File: config.mk
export PLATFORM = sky130hd
export DESIGN_NAME = ahb_arbiter
export DESIGN_NICKNAME = d
export VERILOG_FILES = /design/src/rtl/ahb_arbiter.sv
export SDC_FILE = /design/constraint.sdc
export NUM_CORES = 1
export LEC_CHECK = 0
export ABC_AREA = 1
export ABC_CLOCK_PERIOD_IN_PS = 4200
export CORE_MARGIN = 3
export CORE_UTILIZATION = 38
export DETAILED_ROUTE_END_ITERATION = 7
export SYNTH_ARGS = -nofsm -noshare
export SYNTH_HDL_FRONTEND = slang
export SYNTH_SLANG_ARGS = --single-unit
File: constraint.sdc
create_clock -name Hclk -period 4.2 [get_ports Hclk]
set_input_delay 0.84 -clock Hclk [delete_from_list [all_inputs] [get_ports Hclk]]
set_output_delay 0.84 -clock Hclk [all_outputs]
set_load 0.1 [all_outputs]
File: src/rtl/ahb_arbiter.sv
// Round-robin AHB bus arbiter: one-hot grant, address/data-phase owner tracking,
// grant hold for fixed-length bursts and locked sequences, parking on a default master.
module ahb_arbiter #(
    parameter int NUM_MASTERS    = 4,
    parameter int DEFAULT_MASTER = 0
) (
    input  logic                   Hclk,
    input  logic                   Hresetn,
    input  logic [NUM_MASTERS-1:0] Hbusreq,
    input  logic [NUM_MASTERS-1:0] Hlock,
    input  logic [1:0]             Htrans,
    input  logic [2:0]             Hburst,
    input  logic                   Hready,
    input  logic [1:0]             Hresp,
    output logic [NUM_MASTERS-1:0] Hgrant,
    output logic [3:0]             Hmaster,
    output logic [3:0]             Hmaster_d,
    output logic                   Hmastlock,
    output logic [1:0]             dbg_state
);

    typedef enum logic [1:0] {ARB = 2'd0, BURST = 2'd1, LOCK = 2'd2} state_t;

    localparam logic [1:0] TR_IDLE   = 2'b00;
    localparam logic [1:0] TR_NONSEQ = 2'b10;
    localparam logic [1:0] TR_SEQ    = 2'b11;
    localparam logic [1:0] RESP_ERR  = 2'b01;
    localparam logic [3:0] DEF_IDX   = 4'(DEFAULT_MASTER);
    localparam logic [NUM_MASTERS-1:0] DEF_GRANT =
        {{(NUM_MASTERS-1){1'b0}}, 1'b1} << DEFAULT_MASTER;

    state_t                 state;
    state_t                 state_nxt;
    logic [3:0]             beats_left;
    logic [3:0]             beats_nxt;
    logic [3:0]             last_grant;
    logic [3:0]             g_idx;
    logic [3:0]             arb_idx;
    logic                   any_req;
    logic [NUM_MASTERS-1:0] arb_grant;
    logic [15:0]            req_ext;
    logic [15:0]            lock_ext;
    logic                   burst_start;
    logic                   burst_done;
    logic                   abort;
    logic                   do_arb;
    logic [3:0]             burst_len;

    assign req_ext   = 16'(Hbusreq);
    assign lock_ext  = 16'(Hlock);
    assign dbg_state = state;

    // Index of the current grant and round-robin winner starting after last_grant.
    always_comb begin
        logic [3:0] cand;
        g_idx     = DEF_IDX;
        arb_idx   = DEF_IDX;
        any_req   = 1'b0;
        arb_grant = '0;
        cand      = '0;
        for (int i = 0; i < NUM_MASTERS; i++) begin
            if (Hgrant[i]) g_idx = 4'(i);
        end
        for (int i = 1; i <= NUM_MASTERS; i++) begin
            cand = 4'((int'(last_grant) + i) % NUM_MASTERS);
            if (!any_req && req_ext[cand]) begin
                any_req = 1'b1;
                arb_idx = cand;
            end
        end
        for (int i = 0; i < NUM_MASTERS; i++) begin
            arb_grant[i] = (arb_idx == 4'(i));
        end
    end

    // Beat counter: loaded on a burst NONSEQ when idle, counted down by SEQ otherwise.
    always_comb begin
        burst_start = (Htrans == TR_NONSEQ) && (Hburst[2:1] != 2'b00);
        abort       = (Htrans == TR_IDLE) || (Htrans == TR_NONSEQ) || (Hresp == RESP_ERR);
        case (Hburst[2:1])
            2'b01:   burst_len = 4'd3;
            2'b10:   burst_len = 4'd7;
            default: burst_len = 4'd15;
        endcase
        beats_nxt  = beats_left;
        burst_done = 1'b0;
        if (beats_left != 4'd0) begin
            if (abort) begin
                beats_nxt  = 4'd0;
                burst_done = 1'b1;
            end else if (Htrans == TR_SEQ) begin
                beats_nxt  = beats_left - 4'd1;
                burst_done = (beats_left == 4'd1);
            end
        end else if (burst_start) begin
            beats_nxt = burst_len;
        end
    end

    always_comb begin
        state_nxt = state;
        do_arb    = 1'b0;
        case (state)
            ARB: begin
                if (lock_ext[g_idx])  state_nxt = LOCK;
                else if (burst_start) state_nxt = BURST;
                else                  do_arb    = 1'b1;
            end
            BURST: begin
                if (lock_ext[g_idx]) begin
                    state_nxt = LOCK;
                end else if (burst_done) begin
                    state_nxt = ARB;
                    do_arb    = 1'b1;
                end
            end
            LOCK: begin
                if (!lock_ext[Hmaster]) begin
                    if (beats_nxt != 4'd0) begin
                        state_nxt = BURST;
                    end else begin
                        state_nxt = ARB;
                        do_arb    = 1'b1;
                    end
                end
            end
            default: begin
                state_nxt = ARB;
                do_arb    = 1'b1;
            end
        endcase
    end

    // Everything advances only on accepted edges (Hready high).
    always_ff @(posedge Hclk or negedge Hresetn) begin
        if (!Hresetn) begin
            state      <= ARB;
            beats_left <= 4'd0;
            last_grant <= DEF_IDX;
            Hgrant     <= DEF_GRANT;
            Hmaster    <= DEF_IDX;
            Hmaster_d  <= DEF_IDX;
            Hmastlock  <= 1'b0;
        end else if (Hready) begin
            state      <= state_nxt;
            beats_left <= beats_nxt;
            Hmaster    <= g_idx;
            Hmaster_d  <= Hmaster;
            Hmastlock  <= lock_ext[g_idx];
            if (do_arb) begin
                Hgrant <= arb_grant;
                if (any_req) last_grant <= arb_idx;
            end
        end
    end

endmodule
Yosys cells after proc, flatten, opt, wreduce, memory -nomap -nowiden

Cells that the tools add are included.

Flip-flop bits (word level): 21
Output and inout bits: 15
Word-level logic and storage cells: 103

Add/sub/neg operators: 5
Magnitude comparators: 6
Eq/ne operators: 14
Mux-type cells: 45
Bitwise gates (word level): 4
Reductions and logical operators: 22

Operators by type and width:

| cell                  | count |
|---|---|
| $mux W4               | 8 |
| $lt A4 B5 Y1 const B  | 6 |
| $mux W1               | 21 |
| $mux W2               | 7 |
| $bmux W1 S3           | 4 |
| $bmux W1 S4           | 2 |
| $eq A2 B2 Y1 const B  | 4 |
| $eq A4 B1 Y1 const B  | 2 |
| $eq A4 B2 Y1 const B  | 2 |
| $pmux W4 S2           | 1 |
| $reduce_bool A4 Y1    | 2 |
| $reduce_or A2 Y1      | 4 |
| $eq A2 B1 Y1 const B  | 3 |
| $ne A3 B3 Y1 const B  | 2 |
| $pmux W2 S3           | 1 |
| $add A2 B1 Y2 const B | 2 |
| $add A2 B2 Y2 const B | 2 |
| $and A1 B1 Y1 const A | 4 |
| $logic_and A1 B1 Y1   | 4 |
| $logic_not A2 Y1      | 2 |
| $logic_not A4 Y1      | 1 |
| $reduce_and A4 Y1     | 1 |
| $sub A4 B1 Y4 const B | 1 |
| $logic_not A1 Y1      | 3 |
| other kinds (6)       | 7 |

Depth between registers and ports, before layout

Word-level depth: 16
Gate-level depth with buffers: 15

Least setup slack after synthesis

Ideal clock, no wire load.

Kind: flip-flop to flip-flop
From: reg Hgrant[3]
To: reg state[0], in the netlist dbg_state[0]
Data arrival time: 1.906 ns
Setup slack: 2.171 ns
Stages on the path, launching flop included: 12
Buffers on the path: 0
Cell sequence: dfrtp_1 -> inv_1 -> nand2_1 -> nand2_1 -> nand2_1 -> nand2_2 -> nor2_1 -> nand3_1 -> nand2_1 -> nor2_1 -> o21ai_0 -> inv_1

Word-level cells in the longest chain between the ends: 5

Ends and longest elaborated chain:

| element                                                           | line     | RTL |
|---|---|---|
| from (decl)                                                       | 15       | `output logic [NUM_MASTERS-1:0] Hgrant,` |
| from (signal assigned)                                            | 151      | `Hgrant <= arb_grant;` |
| $mux W2 *                                                         | 62       | `if (Hgrant[i]) g_idx = 4'(i);` |
| $bmux W1 S4 *                                                     | 105, 110 |  |
| $mux W1 (implied by the code) *                                   | 105, 110 |  |
| $ne A3 B3 Y1 (no line) (tied with other cells)                    | -        |  |
| $reduce_and A4 Y1 (no line) / $pmux W2 S3 (equally long branches) | -        |  |
| to (signal assigned)                                              | 145      | `state <= state_nxt;` |
| to (decl)                                                         | 32       | `state_t state;` |

Every way passes the cells marked *; elsewhere a longest branch is shown, timed or not. The select of a mux whose other input is x is not followed.
A chain may end at the register's enable or synchronous reset.

Final worst setup path

From: reg Hgrant[0]
To: out Hgrant[0]

No word-level cell between the ends.

==> results.yml <==
grt:
  antenna_found_initial: 0
  grt_pass1_vias: 1272
  grt_max_degree: 24
  grt_first_pass_wirelength_microns: 5660
  track_usage_pct: 14.1
  gr-total-overflow: 0
cells_and_area:
  drive_gt1_share_pct: 19.5
  antenna_cells: 0
  final_core_util_pct: 49.8
  fin_nets: 280
  area_delta_synth_final_pct: 21.6
synthesis:
  avgSynthCellArea_sq_um: 6.76
  ys.flop_type: "dfrtp_1"
  syn_area_sq_um: 1560
  async_flop_share_pct: 100
  synth_most_common_cell: "nand2_1"
  seq_area_frac_synth_pct: 27.4
  synthTopCellsByArea: "dfrtp_1 26%, nand2_1 17%, nand2_2 6.8%"
  synth_cells: 230
  ys_top_cells_by_count: "72 x nand2_1, 24 x inv_1, 17 x nand2_2, 17 x nand3_1, 16 x dfrtp_1"
  ys_warn_count: 0
  synth_top_area_cell: "dfrtp_1"
  synth_cell_types: 31
  synth-edff-count: 0
  ys_ff_latch: 17
  synth_top_area_share_pct: 25.7
sta:
  tns_ns: 0
  final-setup-viol-count: 0
  tightestPinTransition_ns: 0.977
  setup_slack_ns: 1.44
  final_max_slew_viol_count: 0
  timing.final.crit_share_pct: 65.7
  hold_ws_ns: 0.462
  max_freq_mhz: 363
  min_period_ns: 2.76
  fin_skew_ns: 0.00145
  rsz0062_at_grt: "false"
  relSlewSlack_pct: 34.7
  hold_viol_final: 0
setup_path:
  crit_family: "buffers and inverters"
  cp-end-kind: "output port"
  crit_arrival_ns: 1.92
  crit_fanout: 2
  startpoint_type: "flip-flop"
  cp_data_required_time_ns: 3.36
  max_stage_delay_ns: 1.13
  crit_slowest_cell: "clkdlybuf4s50_1"
  path_cells: "clkdlybuf4s50_1"
  crit_buf_inv: 1
  critPathKind: "flip-flop to output port"
floorplanning:
  die_w_microns: 70.0
  dieArea_sq_um: 4900
  start_util_pct: 40.9
  core.rowCount: 22
  io_pins: 33
  coreArea_sq_um: 3800
  die_y_microns: 70.0
power_and_ir_drop:
  p_leak_nw: 0.951
  ir_drop_mv: 0.251
  p_per_area_nw_per_um2: 832
place:
  io_buffers: 27
  place_congestion: 0.836
  dp_slack_ns: 1.55
  dp_hpwl_microns: 2520
clock_network:
  clkSinkCount: 17
  hold_buffers: 0
  cts_root_buf: "clkbuf_8"
  clock_latency_ns: 0.25
  cts_tree: "done"
  cts_max_level: 1
  cts_resized: 0
  cts_buffer_depth: 2
  clk_pin_slew_ns: 0.07
  cts_buffers: 3
  postCtsSetupBuffers: 0
routing:
  viasPerCell: 4.65
  wl_per_cell_microns: 10.4
  dr.pass1.iters: 4
  ant_nets: 0
  vias: 1418
  wl_microns: 3170
  drt_iter0_drc: 50
  post-route-drc-count: 0
min_path:
  hp-class: "flip-flop to flip-flop"
run_status:
  status: "complete, no violations"
job:
  maxCapViolCount: 0
## state kept, by name, indices dropped and copies added, names as in the netlist
signal	cells
Hmaster	2
dbg_state	2
beats_left	4
Hmaster_d	2
Hmastlock	1
last_grant	2
Hgrant	4
## power breakdown
| group | internal [mW] | leakage, nW | switching [mW] |
|---|---|---|---|
| Clock | 0.0659 | 0.0255 | 0.0587 |
| Combinational | 0.329 | 0.712 | 0.804 |
| Sequential | 0.231 | 0.214 | 0.0860 |
## logic make-up after synthesis
family                   count (synthesis)  share of synthesized area [%]
AO/OA/AOI/OAI                           22                           7.80
AND/OR/NAND/NOR                        147                           49.2
buffers and inverters                   39                           12.1
other                                    1                          0.241
flip-flops                              17                           27.4
adder cells (fa/ha/maj)                  4                           3.22
## through the flow
step	area, sq um	cells	total power, mW
6_report	1890	305	1.57
5_1_grt	1890	305	1.72
4_1_cts	1890	305	1.59
3_5_place_dp	1850	301	1.46
3_3_place_gp	1850	301	1.45
2_1_floorplan	1570	233	1.25
## placed cells by master (no fill, tap or decap), drive strengths merged
| master | instances |
|---|---|
| a21oi | 3 |
| a31oi | 2 |
| buf | 1 |
| clkbuf | 3 |
| clkdlybuf4s50 | 27 |
| clkinv | 4 |
| conb | 4 |
| dfrtp | 16 |
| dfstp | 1 |
| ha | 4 |
| inv | 28 |
| nand2 | 97 |
| nand3 | 21 |
| nand3b | 3 |
| nand4 | 1 |
| nor2 | 22 |
| nor3 | 3 |
| o211ai | 1 |
| o21a | 1 |
| o21ai | 15 |
## routing by layer
layer | vias to the layer above | share of wire (%) | global-route usage [%]
met5 | - | 0 | 0
met4 | 0 | 0.54 | 5.11
met3 | 2 | 4.5 | 3.02
met2 | 29 | 45 | 22.5
met1 | 622 | 50 | 18.5
li1 | 765 | - | -
## worst paths after layout
| check | start | end | slack [ns] | depth (start not counted) |
|---|---|---|---|---|
| setup / recovery | Hgrant[0] | Hgrant[0] | 1.44 | 1 |
| hold / removal | Hgrant[0] | Hgrant[0] | 0.46 | 2 |
| setup reg to reg | beats_left[0] | Hgrant[2] | 2.33 | 12 |
| hold reg to reg | Hgrant[0] | Hgrant[0] | 0.46 | 2 |
| max in group asynchronous | Hresetn | Hmaster_d[0] | 2.66 | 1 |
| min in group asynchronous | Hresetn | Hmaster_d[1] | 1.05 | 1 |
## layout make-up
type                    count  area (sq um)
fillers                   389          1910
multi-input cells         177           952
flip-flops and latches     17           427
repair buffers             28           278
inverters                  31           129
well taps                  48          60.1
clock buffers               3          41.3
clock inverters             1          5.00
Power figures use the tool's default switching activity.
